`config.mk`:
```
export PLATFORM = sky130hd
export DESIGN_NAME = tgmux_word_sequencer_flat
export DESIGN_NICKNAME = d
export VERILOG_FILES = /design/src/rtl/tgmux_word_sequencer_pkg.sv /design/src/rtl/tgmux_word_sequencer_if.sv /design/src/rtl/tgmux_word_sequencer_down_cnt.sv /design/src/rtl/tgmux_word_sequencer.sv /design/src/flat_wrapper.sv
export SDC_FILE = /design/constraint.sdc
export NUM_CORES = 1
export LEC_CHECK = 0
export CAP_MARGIN = 10
export CORE_UTILIZATION = 48
export CTS_CLUSTER_SIZE = 25
export DETAILED_ROUTE_END_ITERATION = 7
export PLACE_DENSITY = 0.84
export SETUP_SLACK_MARGIN = 0.1
export SLEW_MARGIN = 10
export SYNTH_ARGS = -nofsm -noshare
export SYNTH_HDL_FRONTEND = slang
export SYNTH_HIERARCHICAL = 1
export SYNTH_SLANG_ARGS = --single-unit
```
`constraint.sdc`:
```
create_clock -name clk -period 2.4 [get_ports clk]
set_clock_uncertainty 0.15 [all_clocks]
set_input_delay 0.48 -clock clk [delete_from_list [all_inputs] [get_ports clk]]
set_output_delay 0.48 -clock clk [all_outputs]
set_load 0.005 [all_outputs]
```
`src/rtl/tgmux_word_sequencer_pkg.sv`:
```
// tgmux_word_sequencer_pkg: shared state encoding and default widths for the word sequencer
package tgmux_word_sequencer_pkg;
    localparam int W_DEF  = 8;
    localparam int CW_DEF = 4;
    typedef enum logic [1:0] {IDLE, SETTLE, PHASE} state_t;
endpackage

```
`src/rtl/tgmux_word_sequencer_if.sv`:
```
// tgmux_word_sequencer_if: upstream handshake plus mux-side outputs of the word sequencer
interface tgmux_word_sequencer_if #(parameter int W = 8, parameter int CW = 4);
    logic          in_valid;
    logic          in_ready;
    logic [W-1:0]  in_a;
    logic [W-1:0]  in_b;
    logic [CW-1:0] dwell;
    logic [CW-1:0] nrep;
    logic          abort;
    logic [W-1:0]  word_a;
    logic [W-1:0]  word_b;
    logic          sel;
    logic          out_valid;
    logic          busy;
    logic          done;
    modport master (
        output in_valid, in_a, in_b, dwell, nrep, abort,
        input  in_ready, word_a, word_b, sel, out_valid, busy, done
    );
    modport slave (
        input  in_valid, in_a, in_b, dwell, nrep, abort,
        output in_ready, word_a, word_b, sel, out_valid, busy, done
    );
endinterface

```
`src/rtl/tgmux_word_sequencer_down_cnt.sv`:
```
// tgseq_down_cnt: loadable down-counter that parks at zero and flags it
module tgseq_down_cnt #(parameter int CW = 4) (
    input  logic          clk,
    input  logic          rst_n,
    input  logic          ld,
    input  logic [CW-1:0] ld_val,
    output logic          zero
);
    logic [CW-1:0] cnt;
    assign zero = cnt == '0;
    always_ff @(posedge clk or negedge rst_n)
        if (!rst_n) cnt <= '0;
        else if (ld) cnt <= ld_val;
        else if (!zero) cnt <= cnt - 1'b1;
endmodule

```
`src/rtl/tgmux_word_sequencer.sv`:
```
// tgmux_word_sequencer: holds an A/B word pair and alternates the mux select with settle gaps and dwell phases
module tgmux_word_sequencer
    import tgmux_word_sequencer_pkg::*;
#(
    parameter int W          = W_DEF,
    parameter int CW         = CW_DEF,
    parameter int SETTLE_CYC = 1
) (
    input logic                   clk,
    input logic                   rst_n,
    tgmux_word_sequencer_if.slave bus
);
    localparam logic [CW-1:0] SETTLE_LD = CW'(SETTLE_CYC - 1);
    state_t        state, state_d;
    logic [W-1:0]  word_a, word_b;
    logic [CW-1:0] dwell_q, nrep_q, rep, rep_d, ld_val;
    logic          sel, sel_d, done, done_d, accept, ld, zero;

    tgseq_down_cnt #(.CW(CW)) u_cnt (.clk(clk), .rst_n(rst_n), .ld(ld), .ld_val(ld_val), .zero(zero));

    always_ff @(posedge clk or negedge rst_n)
        if (!rst_n) begin
            state   <= IDLE;
            sel     <= 1'b0;
            done    <= 1'b0;
            rep     <= '0;
            word_a  <= '0;
            word_b  <= '0;
            dwell_q <= '0;
            nrep_q  <= '0;
        end else begin
            state <= state_d;
            sel   <= sel_d;
            done  <= done_d;
            rep   <= rep_d;
            if (accept) begin
                word_a  <= bus.in_a;
                word_b  <= bus.in_b;
                dwell_q <= (bus.dwell == '0) ? CW'(1) : bus.dwell;
                nrep_q  <= (bus.nrep == '0) ? CW'(1) : bus.nrep;
            end
        end

    // counter reloads on every state entry; it holds remaining cycles minus one
    always_comb begin
        state_d = state;
        sel_d   = sel;
        rep_d   = rep;
        done_d  = 1'b0;
        accept  = 1'b0;
        ld      = 1'b0;
        ld_val  = SETTLE_LD;
        case (state)
            IDLE: if (bus.in_valid) begin
                accept  = 1'b1;
                ld      = 1'b1;
                sel_d   = 1'b0;
                rep_d   = '0;
                state_d = SETTLE;
            end
            SETTLE: if (zero) begin
                ld      = 1'b1;
                ld_val  = dwell_q - 1'b1;
                state_d = PHASE;
            end
            PHASE: if (zero) begin
                ld = 1'b1;
                if (!sel) begin
                    sel_d   = 1'b1;
                    state_d = SETTLE;
                end else if (rep + 1'b1 < nrep_q) begin
                    rep_d   = rep + 1'b1;
                    sel_d   = 1'b0;
                    state_d = SETTLE;
                end else begin
                    sel_d   = 1'b0;
                    done_d  = 1'b1;
                    state_d = IDLE;
                end
            end
            default: state_d = IDLE;
        endcase
        // abort overrides everything, including a completion on the same edge
        if (bus.abort && state != IDLE) begin
            state_d = IDLE;
            sel_d   = 1'b0;
            done_d  = 1'b0;
        end
    end

    assign bus.in_ready  = state == IDLE;
    assign bus.busy      = state != IDLE;
    assign bus.out_valid = state == PHASE;
    assign bus.sel       = sel;
    assign bus.done      = done;
    assign bus.word_a    = word_a;
    assign bus.word_b    = word_b;
endmodule

```
`src/flat_wrapper.sv`:
```
// flat-port wrapper written by rule: the top's interface ports become plain ports
module tgmux_word_sequencer_flat import tgmux_word_sequencer_pkg::*;
#(
    parameter int W          = W_DEF,
    parameter int CW         = CW_DEF,
    parameter int SETTLE_CYC = 1
)
  (clk, rst_n, bus_in_valid, bus_in_a, bus_in_b, bus_dwell, bus_nrep, bus_abort, bus_in_ready, bus_word_a, bus_word_b, bus_sel, bus_out_valid, bus_busy, bus_done);
  tgmux_word_sequencer_if #(.W(W), .CW(CW)) bus_i ();
  input logic clk;
  input logic rst_n;
  input wire logic [$bits(bus_i.in_valid)-1:0] bus_in_valid;
  input wire logic [$bits(bus_i.in_a)-1:0] bus_in_a;
  input wire logic [$bits(bus_i.in_b)-1:0] bus_in_b;
  input wire logic [$bits(bus_i.dwell)-1:0] bus_dwell;
  input wire logic [$bits(bus_i.nrep)-1:0] bus_nrep;
  input wire logic [$bits(bus_i.abort)-1:0] bus_abort;
  output wire logic [$bits(bus_i.in_ready)-1:0] bus_in_ready;
  output wire logic [$bits(bus_i.word_a)-1:0] bus_word_a;
  output wire logic [$bits(bus_i.word_b)-1:0] bus_word_b;
  output wire logic [$bits(bus_i.sel)-1:0] bus_sel;
  output wire logic [$bits(bus_i.out_valid)-1:0] bus_out_valid;
  output wire logic [$bits(bus_i.busy)-1:0] bus_busy;
  output wire logic [$bits(bus_i.done)-1:0] bus_done;
  assign bus_i.in_valid = bus_in_valid;
  assign bus_i.in_a = bus_in_a;
  assign bus_i.in_b = bus_in_b;
  assign bus_i.dwell = bus_dwell;
  assign bus_i.nrep = bus_nrep;
  assign bus_i.abort = bus_abort;
  assign bus_in_ready = bus_i.in_ready;
  assign bus_word_a = bus_i.word_a;
  assign bus_word_b = bus_i.word_b;
  assign bus_sel = bus_i.sel;
  assign bus_out_valid = bus_i.out_valid;
  assign bus_busy = bus_i.busy;
  assign bus_done = bus_i.done;
  tgmux_word_sequencer #(.W(W), .CW(CW), .SETTLE_CYC(SETTLE_CYC)) u_core (.clk(clk), .rst_n(rst_n), .bus(bus_i));
endmodule
```
---- After elaboration in Yosys (flattened, before gate mapping) ----
Index checks and enable logic that the tools add are counted.
cells by class
  mux-type cells .......................... 32
  reductions and logical operators ........ 12
  add/sub/neg operators ................... 3
  equal/unequal tests ..................... 10
  $lt $le $gt $ge ......................... 1
operator list
  cell                   count
  $mux W4                10
  $mux W1                13
  $logic_not A4 Y1       3
  $mux W2                5
  $ne A2 B1 Y1 const B   4
  $pmux W4 S2            1
  $sub A4 B1 Y4 const B  2
  $ne A3 B2 Y1 const B   2
  $pmux W2 S3            1
  $reduce_and A3 Y1      2
  $reduce_and A5 Y1      1
  $add A4 B1 Y4 const B  1
  $lt A4 B4 Y1           1
  $pmux W1 S2            2
  $reduce_bool A2 Y1     2
  $ne A3 B1 Y1 const B   1
  $reduce_bool A3 Y1     1
  $eq A2 B1 Y1 const B   1
  $eq A2 B2 Y1 const B   1
  $logic_not A2 Y1       1
  $ne A2 B2 Y1 const B   1
  $reduce_or A2 Y1       1
  $logic_and A1 B1 Y1    1
word-level totals
  flip-flop bits (word level) ............. 36

---- Depth between registers and ports, before layout ----
  depth after elaboration ................. 7
  depth in mapped cells ................... 8

---- Modules after synthesis ----
The synthesis kept the hierarchy.
modules (own cells, without submodules)
  module                sequential area each (µm²)  area each (µm²)  cells each  instances
  tgmux_word_sequencer  800.8                       1591.5           134         1
  tgseq_down_cnt        100.1                       234.0            22          1

---- Worst setup path before layout ----
Ideal clock, no wire load.
  path type ............................... register to register
  start point ............................. register u_core.rep[0]
  end point ............................... register u_core.rep[3]
  path slack .............................. 0.182 ns
  cell stages (with the launch flop) ...... 8
  period minus slack after synthesis ...... 2.218 ns
  data arrival time ....................... 1.943 ns
  setup time .............................. 0.125 ns
  cells stage by stage .................... dfrtp_1 > ha_1 > xor2_1 > ha_1 > or3_4 > o22ai_4 > nand3_2 > mux2_4
between the ends
  longest elaborated chain between the ends .. 5
  elaborated cells between the ends (all ways) .. 8
  those cells by class .................... add/sub: 1; order compare: 1; eq/ne: 1; mux: 4; reduce/logical: 1
ends and longest elaborated chain
  element                                                               line                                                    RTL
  from (decl)                                                           tgmux_word_sequencer.sv:16                              logic [CW-1:0] dwell_q, nrep_q, rep, rep_d, ld_val;
  from (signal assigned)                                                tgmux_word_sequencer.sv:35                              rep <= rep_d;
  $add A4 B1 Y4 *                                                       tgmux_word_sequencer.sv:71, tgmux_word_sequencer.sv:72
  parallel branches: the longest is 4 deep, another holds $lt A4 B4 Y1  -
Mark *: on every way between the ends. The select of a mux whose other input is x is not followed.
A chain may end at the register's enable or synchronous reset.

---- Final worst setup path ----
  start point ............................. register u_core.rep[1]
  end point ............................... register u_core.rep[3]
The elaborated chain is that of the path after synthesis.

==> results.txt <==
clock tree buffer depth - 2
n_diodes - 0
CTS tree - built
Die Height - 63.7 um
DRT Pass-1 Iters - 4
Port Buf Inserts - 48
Hold Fails Final Rpt - 0
critical setup path kind - flip-flop to flip-flop
gpl congestion - 0.771
Top cell by count, worst path - ha_2
FP Rows - 22
multi-input logic area - 872 um^2
Overall Power - 3030 uW
Synth Register Bits - 36
CP delay by family, top - simple AND/OR/NAND/NOR gates
fmax - 445 MHz
worst path buffer plus inverter count - 0
CP max FO - 4
clk slew on worst S/H paths - 70 ps
fin crit period - 2250 ps
Slew @ Worst Pin - 447 ps
Power Dens Cells - 1200 mW/mm^2
grt ovf - 0
HP Class - flip-flop to flip-flop
I/O Pins - 49
post-synthesis instance area - 0.00183 mm^2
startpoint types - flip-flop
share of layout cells above drive strength 1 - 21.7%
drt via density - 5.30
fin nets - 254
ratio of final minimum period to clock period - 93.7%
initial core utilization - 49.9%
status - completed
Post-synth ARST share - 100%
die width - 63.7 um
Post-Synthesis Cells - 156
GRT Total Usage - 20.8%
DP HPWL - 2.78 mm
WL final - 3.79 mm
setup slack, reg-to-reg - 150 ps
max capacitance violation total - 0
initial antenna violation count - 0
Non-Filler Cell Area, Final - 0.00253 mm^2
Syn-to-layout area delta - 38.4%
worst hold slack - 351 ps
Syn Nets - 194
largest net degree at the start of global routing - 37
routed via count - 1405
hold buffers post-CTS - 0
Syn. warnings - 6
CTS Buf Count - 5
CTS root buf - clkbuf_8
Avg Inst Size Synth - 11.7 um^2
endpoint class of the critical path - flip-flop
crit-path max cell delay - 420 ps
top_reg_cell synth - dfrtp_1
EDFF count, synth - 0
VDD IR max - 0.000804 V
H-tree Lvls - 2
Critical Path, Cell by Cell - ha_2, xor2_1, ha_2, or3_4, o22ai_4, nand3_2, mux2_4
slowest cell on the critical path - dfrtp_1
Register Area - 901 um^2
drt initial violations - 118
PnR worst setup slack - 150 ps
core box area - 0.00366 mm^2
Worst Path Required - 2420 ps
Worst-Skew Late Latency - 290 ps
first-pass GRT wire length - 6.34 mm
Die ar. - 0.00405 mm^2
vias in the first global route - 1482
unrepaired setup endpoints after global routing - yes
Pins Over Slew Limit - 0
cell area after placement - 0.00239 mm^2
Leak Pwr - 0.00112 uW
DR WL/cell - 14.3 um
DR DRC count - 0
Fill cells - 256
Setup TNS - 0 ps
pre-CTS setup slack - 71.7 ps
Antenna Violating Nets Remaining - 0
headroom to the max-slew limit - 70.2%
Clock Sinks - 36
crit path DAT - 2270 ps
post-synthesis sequential area ratio - 49.3%
post-synth cell types - 36
# setup viols final - 0
-- cells in the final DEF (no fill, tap or decap), types with 3 or more instances in the layout --
cell type	n
nor3_1	6
dfrtp_1	36
ha_1	7
clkbuf_8	5
inv_1	13
mux2i_1	5
mux2_2	21
xnor2_1	4
nand3_1	3
buf_4	10
nor2_1	7
o21ai_0	6
clkdlybuf4s50_1	48
o21a_1	3
nand2_1	8
a21oi_1	5
-- state kept, by name (all words and copies together) (netlist names) --
signal / flops
u_core/bus.word_a: 8
u_core/u_cnt/cnt: 4
u_core/state: 2
u_core/nrep_q: 4
u_core/bus.sel: 1
u_core/bus.done: 1
u_core/rep: 4
u_core/dwell_q: 4
u_core/bus.word_b: 8
-- kinds of logic after synthesis --
family	after synthesis	synth area share, %
buffers and inverters	18	3.84
XOR/XNOR	5	2.40
AO/OA/AOI/OAI	25	9.87
multiplexers	29	17.8
AND/OR/NAND/NOR	33	9.94
adder cells (fa/ha/maj)	10	6.85
flip-flops	36	49.3
-- layer usage --
metal / wire, um / track usage, % / vias up / share of wire (%)
met5: 0 / 0 / - / 0
met4: 68 / 10.2 / 0 / 1.8
met3: 374 / 9.42 / 7 / 9.9
met2: 1840 / 33.1 / 62 / 49
met1: 1500 / 23.4 / 676 / 40
li1: - / - / 660 / -
-- timing repair --
item	in CTS	in global routing
resized for setup	1	3
endpoints found under the setup margin	3	6
pin swaps	1	3
setup buffers	1	3
-- cells in the mapped netlist, types with 2 or more instances --
library cell	n	area, um^2
nand2_1	8	30.0
a21oi_1	5	25.0
mux2_2	21	236
mux2_1	2	22.5
ha_1	10	125
o21ai_1	2	10.0
nor3_1	6	30.0
nor3b_1	2	15.0
o21a_1	3	22.5
dfrtp_1	36	901
o21ai_0	6	30.0
mux2i_1	5	50.1
clkbuf_1	3	11.3
nand3_1	3	15.0
xnor2_1	4	35.0
buf_2	2	10.0
inv_1	13	48.8
nor2_1	7	26.3
-- through the flow --
stage / util (%) / instances
after floorplan: - / 156
after global placement: 65.3 / 253
after detailed placement: 65.3 / 253
after CTS: 68.0 / 262
after global routing: 69.0 / 265
final: 69.0 / 265
-- path summary, 6_finish.rpt --
check / start / end / cells after the start
setup / recovery: u_core/rep[1] / u_core/rep[3] / 7
hold / removal: u_core/bus.word_a[6] / u_core/bus.word_a[6] / 1
setup reg to reg: u_core/rep[1] / u_core/rep[3] / 7
hold reg to reg: u_core/bus.word_a[6] / u_core/bus.word_a[6] / 1
max in group asynchronous: rst_n / u_core/nrep_q[0] / 2
min in group asynchronous: rst_n / u_core/state[1] / 2
-- final cells by class --
type / instances / area share (%)
Multi-Input combinational cell: 102 / 34.5
Timing Repair Buffer: 58 / 22.0
Sequential cell: 36 / 35.7
Inverter: 13 / 1.93
Tap cell: 48 / 2.38
Clock inverter: 2 / 0.644
Clock buffer: 6 / 2.87
-- power breakdown --
group / leakage [uW] / switching, uW / internal [uW]
combinational: 0.000638 / 656 / 912
sequential: 0.000441 / 171 / 871
clock: 0.0000414 / 216 / 206
Note: power is estimated with default switching activity, not from simulation.
